--- src/rtl/bp_pkg.sv ---
// rtl/bp_pkg.sv - shared constants for the branch predictor
//
// Purpose: counter encodings, reset/allocate counter values, default table
// geometry and the index-width helper used by the predictor and its counter.
// Ports: none (package).
package bp_pkg;

  // 2-bit direction counter encodings
  localparam logic [1:0] CTR_SNT = 2'd0;
  localparam logic [1:0] CTR_WNT = 2'd1;
  localparam logic [1:0] CTR_WT  = 2'd2;
  localparam logic [1:0] CTR_ST  = 2'd3;

  // Value after reset and value written when a taken branch allocates
  localparam logic [1:0] CTR_RESET = CTR_WNT;
  localparam logic [1:0] CTR_ALLOC = CTR_WT;

  function automatic int bp_idxw(input int entries);
    return $clog2(entries);
  endfunction

  // Default geometry; PC[1:0] is never part of index or tag
  localparam int BP_ENTRIES = 16;
  localparam int IDXW       = bp_idxw(BP_ENTRIES);
  localparam int TAGW       = 30 - IDXW;

endpackage

--- src/rtl/bp_sat_ctr.sv ---
// rtl/bp_sat_ctr.sv - 2-bit saturating up/down counter update
//
// Purpose: next value of a direction counter given the resolved outcome.
// Ports:
//   ctr_i    current counter value
//   taken_i  resolved direction (1 = count up, 0 = count down)
//   ctr_o    updated counter, saturating at CTR_ST and CTR_SNT
module bp_sat_ctr
  import bp_pkg::*;
(
  input  logic [1:0] ctr_i,
  input  logic       taken_i,
  output logic [1:0] ctr_o
);

  always_comb begin
    ctr_o = ctr_i;
    if (taken_i) begin
      if (ctr_i != CTR_ST) ctr_o = ctr_i + 2'd1;
    end else begin
      if (ctr_i != CTR_SNT) ctr_o = ctr_i - 2'd1;
    end
  end

endmodule

--- src/rtl/branch_predictor.sv ---
// rtl/branch_predictor.sv - direct-mapped BTB branch predictor and next-PC select
//
// Purpose: supplies the next fetch PC every cycle. Fetch looks up a direct-mapped
// BTB with 2-bit counters; Execute trains it, detects mispredictions and
// overrides the fetch prediction with the redirect PC.
// Ports:
//   clk, rst                clock, asynchronous active-low reset
//   PCF, PCPlus4F           fetch PC and its sequential successor
//   NextPCF                 PC to load into the fetch PC register
//   PredTakenF, PredTargetF prediction for PCF, carried down the pipe
//   BranchE, TakenE, PCE, PCPlus4E, PCTargetE
//                           resolved branch information from Execute
//   PredTakenE, PredTargetE prediction that travelled with the Execute instruction
//   MispredictE             redirect/flush request
//   BranchCount, MissCount  saturating performance counters
module branch_predictor
  import bp_pkg::*;
#(
  parameter int ENTRIES = BP_ENTRIES
) (
  input  logic        clk,
  input  logic        rst,
  input  logic [31:0] PCF,
  input  logic [31:0] PCPlus4F,
  output logic [31:0] NextPCF,
  output logic        PredTakenF,
  output logic [31:0] PredTargetF,
  input  logic        BranchE,
  input  logic        TakenE,
  input  logic [31:0] PCE,
  input  logic [31:0] PCPlus4E,
  input  logic [31:0] PCTargetE,
  input  logic        PredTakenE,
  input  logic [31:0] PredTargetE,
  output logic        MispredictE,
  output logic [31:0] BranchCount,
  output logic [31:0] MissCount
);

  localparam int IW = (ENTRIES == BP_ENTRIES) ? IDXW : bp_idxw(ENTRIES);
  localparam int TW = (ENTRIES == BP_ENTRIES) ? TAGW : 30 - IW;

  logic          valid_q  [ENTRIES];
  logic [TW-1:0] tag_q    [ENTRIES];
  logic [31:0]   target_q [ENTRIES];
  logic [1:0]    ctr_q    [ENTRIES];

  logic [31:0] branch_cnt_q, branch_cnt_d;
  logic [31:0] miss_cnt_q, miss_cnt_d;

  // Word-aligned PCs: the low two bits never select anything
  logic unused_pc_bits;
  assign unused_pc_bits = ^{PCF[1:0], PCE[1:0]};

  // Fetch-side lookup
  logic [IW-1:0] idx_f;
  logic [TW-1:0] tag_f;
  logic          hit_f;

  assign idx_f       = PCF[IW+1:2];
  assign tag_f       = PCF[31:IW+2];
  assign hit_f       = valid_q[idx_f] && (tag_q[idx_f] == tag_f);
  assign PredTakenF  = hit_f && ctr_q[idx_f][1];
  assign PredTargetF = PredTakenF ? target_q[idx_f] : PCPlus4F;

  // Execute-side resolution
  logic [IW-1:0] idx_e;
  logic [TW-1:0] tag_e;
  logic          tag_match_e;
  logic          hit_e;
  logic [31:0]   redirect_pc;
  logic [1:0]    ctr_upd;

  assign idx_e       = PCE[IW+1:2];
  assign tag_e       = PCE[31:IW+2];
  assign tag_match_e = (tag_q[idx_e] == tag_e);
  assign hit_e       = valid_q[idx_e] && tag_match_e;

  always_comb begin
    MispredictE = 1'b0;
    redirect_pc = PCPlus4E;
    if (BranchE) begin
      MispredictE = (TakenE != PredTakenE) || (TakenE && (PCTargetE != PredTargetE));
      redirect_pc = TakenE ? PCTargetE : PCPlus4E;
    end else if (PredTakenE) begin
      // A non-branch was predicted taken: the entry is stale, fall through
      MispredictE = 1'b1;
    end
  end

  assign NextPCF = MispredictE ? redirect_pc : PredTargetF;

  bp_sat_ctr u_sat_ctr (
    .ctr_i   (ctr_q[idx_e]),
    .taken_i (TakenE),
    .ctr_o   (ctr_upd)
  );

  always_comb begin
    branch_cnt_d = branch_cnt_q;
    miss_cnt_d   = miss_cnt_q;
    if (BranchE && (branch_cnt_q != 32'hFFFF_FFFF)) branch_cnt_d = branch_cnt_q + 32'd1;
    if (MispredictE && (miss_cnt_q != 32'hFFFF_FFFF)) miss_cnt_d = miss_cnt_q + 32'd1;
  end

  always_ff @(posedge clk or negedge rst) begin
    if (!rst) begin
      for (int i = 0; i < ENTRIES; i++) begin
        valid_q[i]  <= 1'b0;
        tag_q[i]    <= '0;
        target_q[i] <= '0;
        ctr_q[i]    <= CTR_RESET;
      end
      branch_cnt_q <= '0;
      miss_cnt_q   <= '0;
    end else begin
      if (BranchE) begin
        if (hit_e) begin
          ctr_q[idx_e] <= ctr_upd;
          if (TakenE) target_q[idx_e] <= PCTargetE;
        end else if (TakenE) begin
          // Allocation evicts whatever aliased into this slot
          valid_q[idx_e]  <= 1'b1;
          tag_q[idx_e]    <= tag_e;
          target_q[idx_e] <= PCTargetE;
          ctr_q[idx_e]    <= CTR_ALLOC;
        end
      end else if (PredTakenE && tag_match_e) begin
        valid_q[idx_e] <= 1'b0;
      end
      branch_cnt_q <= branch_cnt_d;
      miss_cnt_q   <= miss_cnt_d;
    end
  end

  assign BranchCount = branch_cnt_q;
  assign MissCount   = miss_cnt_q;

endmodule

--- config.mk ---
export PLATFORM = sky130hd
export DESIGN_NAME = branch_predictor
export DESIGN_NICKNAME = d
export VERILOG_FILES = /design/src/rtl/bp_pkg.sv /design/src/rtl/bp_sat_ctr.sv /design/src/rtl/branch_predictor.sv
export SDC_FILE = /design/constraint.sdc
export NUM_CORES = 2
export LEC_CHECK = 0
export CAP_MARGIN = 30
export CORE_ASPECT_RATIO = 1.2
export CORE_MARGIN = 3
export CORE_UTILIZATION = 62
export CTS_BUF_LIST = sky130_fd_sc_hd__clkbuf_8
export DETAILED_ROUTE_END_ITERATION = 8
export PLACE_DENSITY_LB_ADDON = 0.1
export SETUP_SLACK_MARGIN = 0.1
export SLEW_MARGIN = 30
export SYNTH_ARGS = -nofsm -noshare
export SYNTH_HDL_FRONTEND = slang
export SYNTH_HIERARCHICAL = 1
export SYNTH_SLANG_ARGS = --single-unit
--- constraint.sdc ---
create_clock -name clk -period 8.1 [get_ports clk]
set_input_delay 2.43 -clock clk [delete_from_list [all_inputs] [get_ports clk]]
set_output_delay 2.43 -clock clk [all_outputs]
set_load 0.05 [all_outputs]
==> results_dict.tcl <==
set metrics [dict create \
    dp_slack_ps 17.7 \
    grt_pass1_vias 41291 \
    syn_area_mm2 0.0554 \
    crit_fanout 8 \
    finish.instance_area_mm2 0.0644 \
    skew_ps 30.7 \
    clk_latency_ps 840 \
    gr-total-overflow 0 \
    power.total_uw 14900 \
    wl_um 168000 \
    vdd.ir_drop.worst_mv 0.160 \
    fmax_mhz 124 \
    synth_area_leader_cell "dfrtp_1" \
    leakage_uw 0.0308 \
    yosysMostFrequentCell "nand2_1" \
    fin_crit_sh 0.997 \
    rsz0062_at_grt "true" \
    clock_path_buffers 3 \
    synth-edff-count 0 \
    antenna_found_initial 5 \
    drc 0 \
    worstMarginPinSlew_ps 1020 \
    endpoint_kind "output pin" \
    p_per_area_mw_per_mm2 232 \
    ys_async_sr_fraction 1.00 \
    place_hpwl_um 101000 \
    ys.flop_type "dfrtp_1" \
    synthXorXnorAreaFrac 0.0257 \
    initial_core_util 0.628 \
    synth_fa_ha_area_frac 0.000857 \
    die_area_mm2 0.0931 \
    synth_simple_gate_area_share 0.124 \
    worst_ep_required_time_ps 5670 \
    num_vias 40387 \
    hold_violations 0 \
    placementRows 119 \
    criticalPathCategory "in2out" \
    gp_congestion 0.940 \
    grt_usage 0.360 \
    synth_top_family_by_area "multiplexers" \
    grt_pass1_wl_um 254000 \
    vias_per_cell 6.40 \
    die_w_um 279 \
    fp.coreArea_mm2 0.0883 \
    synth_mux_area_frac 0.295 \
    relSlewSlack 0.320 \
    synth_nets 4901 \
    setup_tns_ps 0 \
    synth-seq-cells 1040 \
    outcome "complete, no violations" \
    dp.cells 5987 \
    wl_per_cell_um 26.7 \
    postRouteAntennaNets 0 \
    io_pins 327 \
    avgSynthCellArea_um2 11.8 \
    maxCapViolations 0 \
    dpl-instance-area_mm2 0.0605 \
    synth-compound-area-share 0.0411 \
    yosys.area.top_type_share 0.462 \
    clockRootBuffer "clkbuf_8" \
    htreeDepth 4 \
    setup_slack_ps 24.2 \
    clkSinkCount 1040 \
    multi_input_area_mm2 0.0272 \
    synthCells 4702 \
    finalCriticalPeriod_ps 8080 \
    fin_cells 6311 \
    cts_tree "built" \
    die_height_um 334 \
    portBuffers 322 \
    netlist_top_cells_area "dfrtp_1, mux4_2, nand2_1" \
    hp-class "reg2reg" \
    synthTopCellsByCount "nand2_1, dfrtp_1, mux2_2, mux4_2, mux2_4" \
    first_iter_violations 4622 \
    numCtsBuffers 169 \
    yosysWarnings 6 \
    grt_start_max_net_pins 189 \
    reg2reg_slack_ps 3610 \
    seqCellArea_mm2 0.0260 \
    layout-drive-gt1-share 0.308 \
    finalSetupViolations 0 \
    ys_seq_area_frac 0.470 \
    fin_nets 5226 \
    cp.arrival_ps 5650 \
    fillers 6096 \
    drt_pre_antenna_iters 6 \
    syn2layout_area_growth_pct 16.2 \
    clkTransAtPathRegs_ps 50 \
    synthDistinctLibCells 66 \
    worst_setup_path_start_kind "input pin" \
    final_max_slew_viol_count 0 \
]
final timing paths:
check	startpoint	endpoint	cells after the start
min	target_q[187]	target_q[187]	2
min in group asynchronous	rst	MissCount[7]	1
min reg2reg	target_q[187]	target_q[187]	2
max in group asynchronous	rst	target_q[3]	3
max	PCF[3]	NextPCF[14]	15
max reg2reg	tag_q[125]	tag_q[25]	10
kinds of logic after synthesis:
family,after synthesis
buffers and inverters,449
AO/OA/AOI/OAI,313
multiplexers,1078
flip-flops,1040
XOR/XNOR,163
adder cells (fa/ha/maj),4
AND/OR/NAND/NOR,1655
repair_timing:
action                                  4_1_cts  5_1_grt
setup buffers                                 0       11
gates resized for setup                       3       64
endpoints found under the setup margin       33       65
hold buffers                                  0        0
pin swaps                                     2        6
cloned                                        0        5
final cells by class:
type | count | share of cell area
multi-input cells | 3213 | 0.422
flip-flops and latches | 1040 | 0.404
repair buffers | 582 | 0.0976
clock buffers | 217 | 0.0463
well taps | 1149 | 0.0223
clock inverters | 86 | 0.00650
inverters | 21 | 0.00122
diodes | 3 | 0.000116
cell usage in the layout (no fill, tap or decap), types with 70 or more instances in the layout:
| master | Yosys | final |
|---|---|---|
| mux2_4 | 279 | 295 |
| inv_1 | 19 | 70 |
| buf_12 | 28 | 80 |
| dfrtp_1 | 1024 | 1024 |
| xnor2_1 | 109 | 109 |
| clkdlybuf4s50_1 | 0 | 248 |
| buf_4 | 26 | 211 |
| nand3_1 | 77 | 76 |
| mux4_2 | 298 | 298 |
| mux2_2 | 334 | 318 |
| nor2_1 | 74 | 74 |
| mux2i_1 | 166 | 166 |
| nand2_1 | 1296 | 1289 |
| clkbuf_8 | 0 | 217 |
sequential cells by signal (all words and copies together), names as in the netlist, named ones only:
register and cells:
ctr_q 32, target_q 512, tag_q 416, BranchCount 32, MissCount 32
report_power, final:
part / switching [uW] / total (uW) / internal, uW
Clock: 2160 / 4590 / 2430
Sequential: 690 / 6860 / 6170
Combinational: 1600 / 3480 / 1880
metrics by stage:
stage	hold WS, ps	util
2_1_floorplan	441	-
3_3_place_gp	453	0.685
3_5_place_dp	457	0.685
4_1_cts	471	0.724
5_1_grt	489	0.730
6_report	470	0.730
routing by layer:
layer	track usage	part of all wire	up-vias
met2	0.591	0.48	2028
met3	0.0655	0.078	526
met1	0.463	0.38	20699
li1	-	-	17130
met4	0.184	0.060	4
met5	0	0.000095	-
worst max-delay path: stages:
cell and delay [ps]:
buf_16 110, buf_12 160, buf_12 110, mux4_2 490, mux2i_1 170, mux2i_1 110
xnor2_1 290, nand3_2 190, nor4_2 290, nand4_1 210, buf_6 220, clkbuf_16 180
mux2_4 310, o21a_1 180, buf_6 150
No activity file was read; power rests on OpenSTA's default activity.
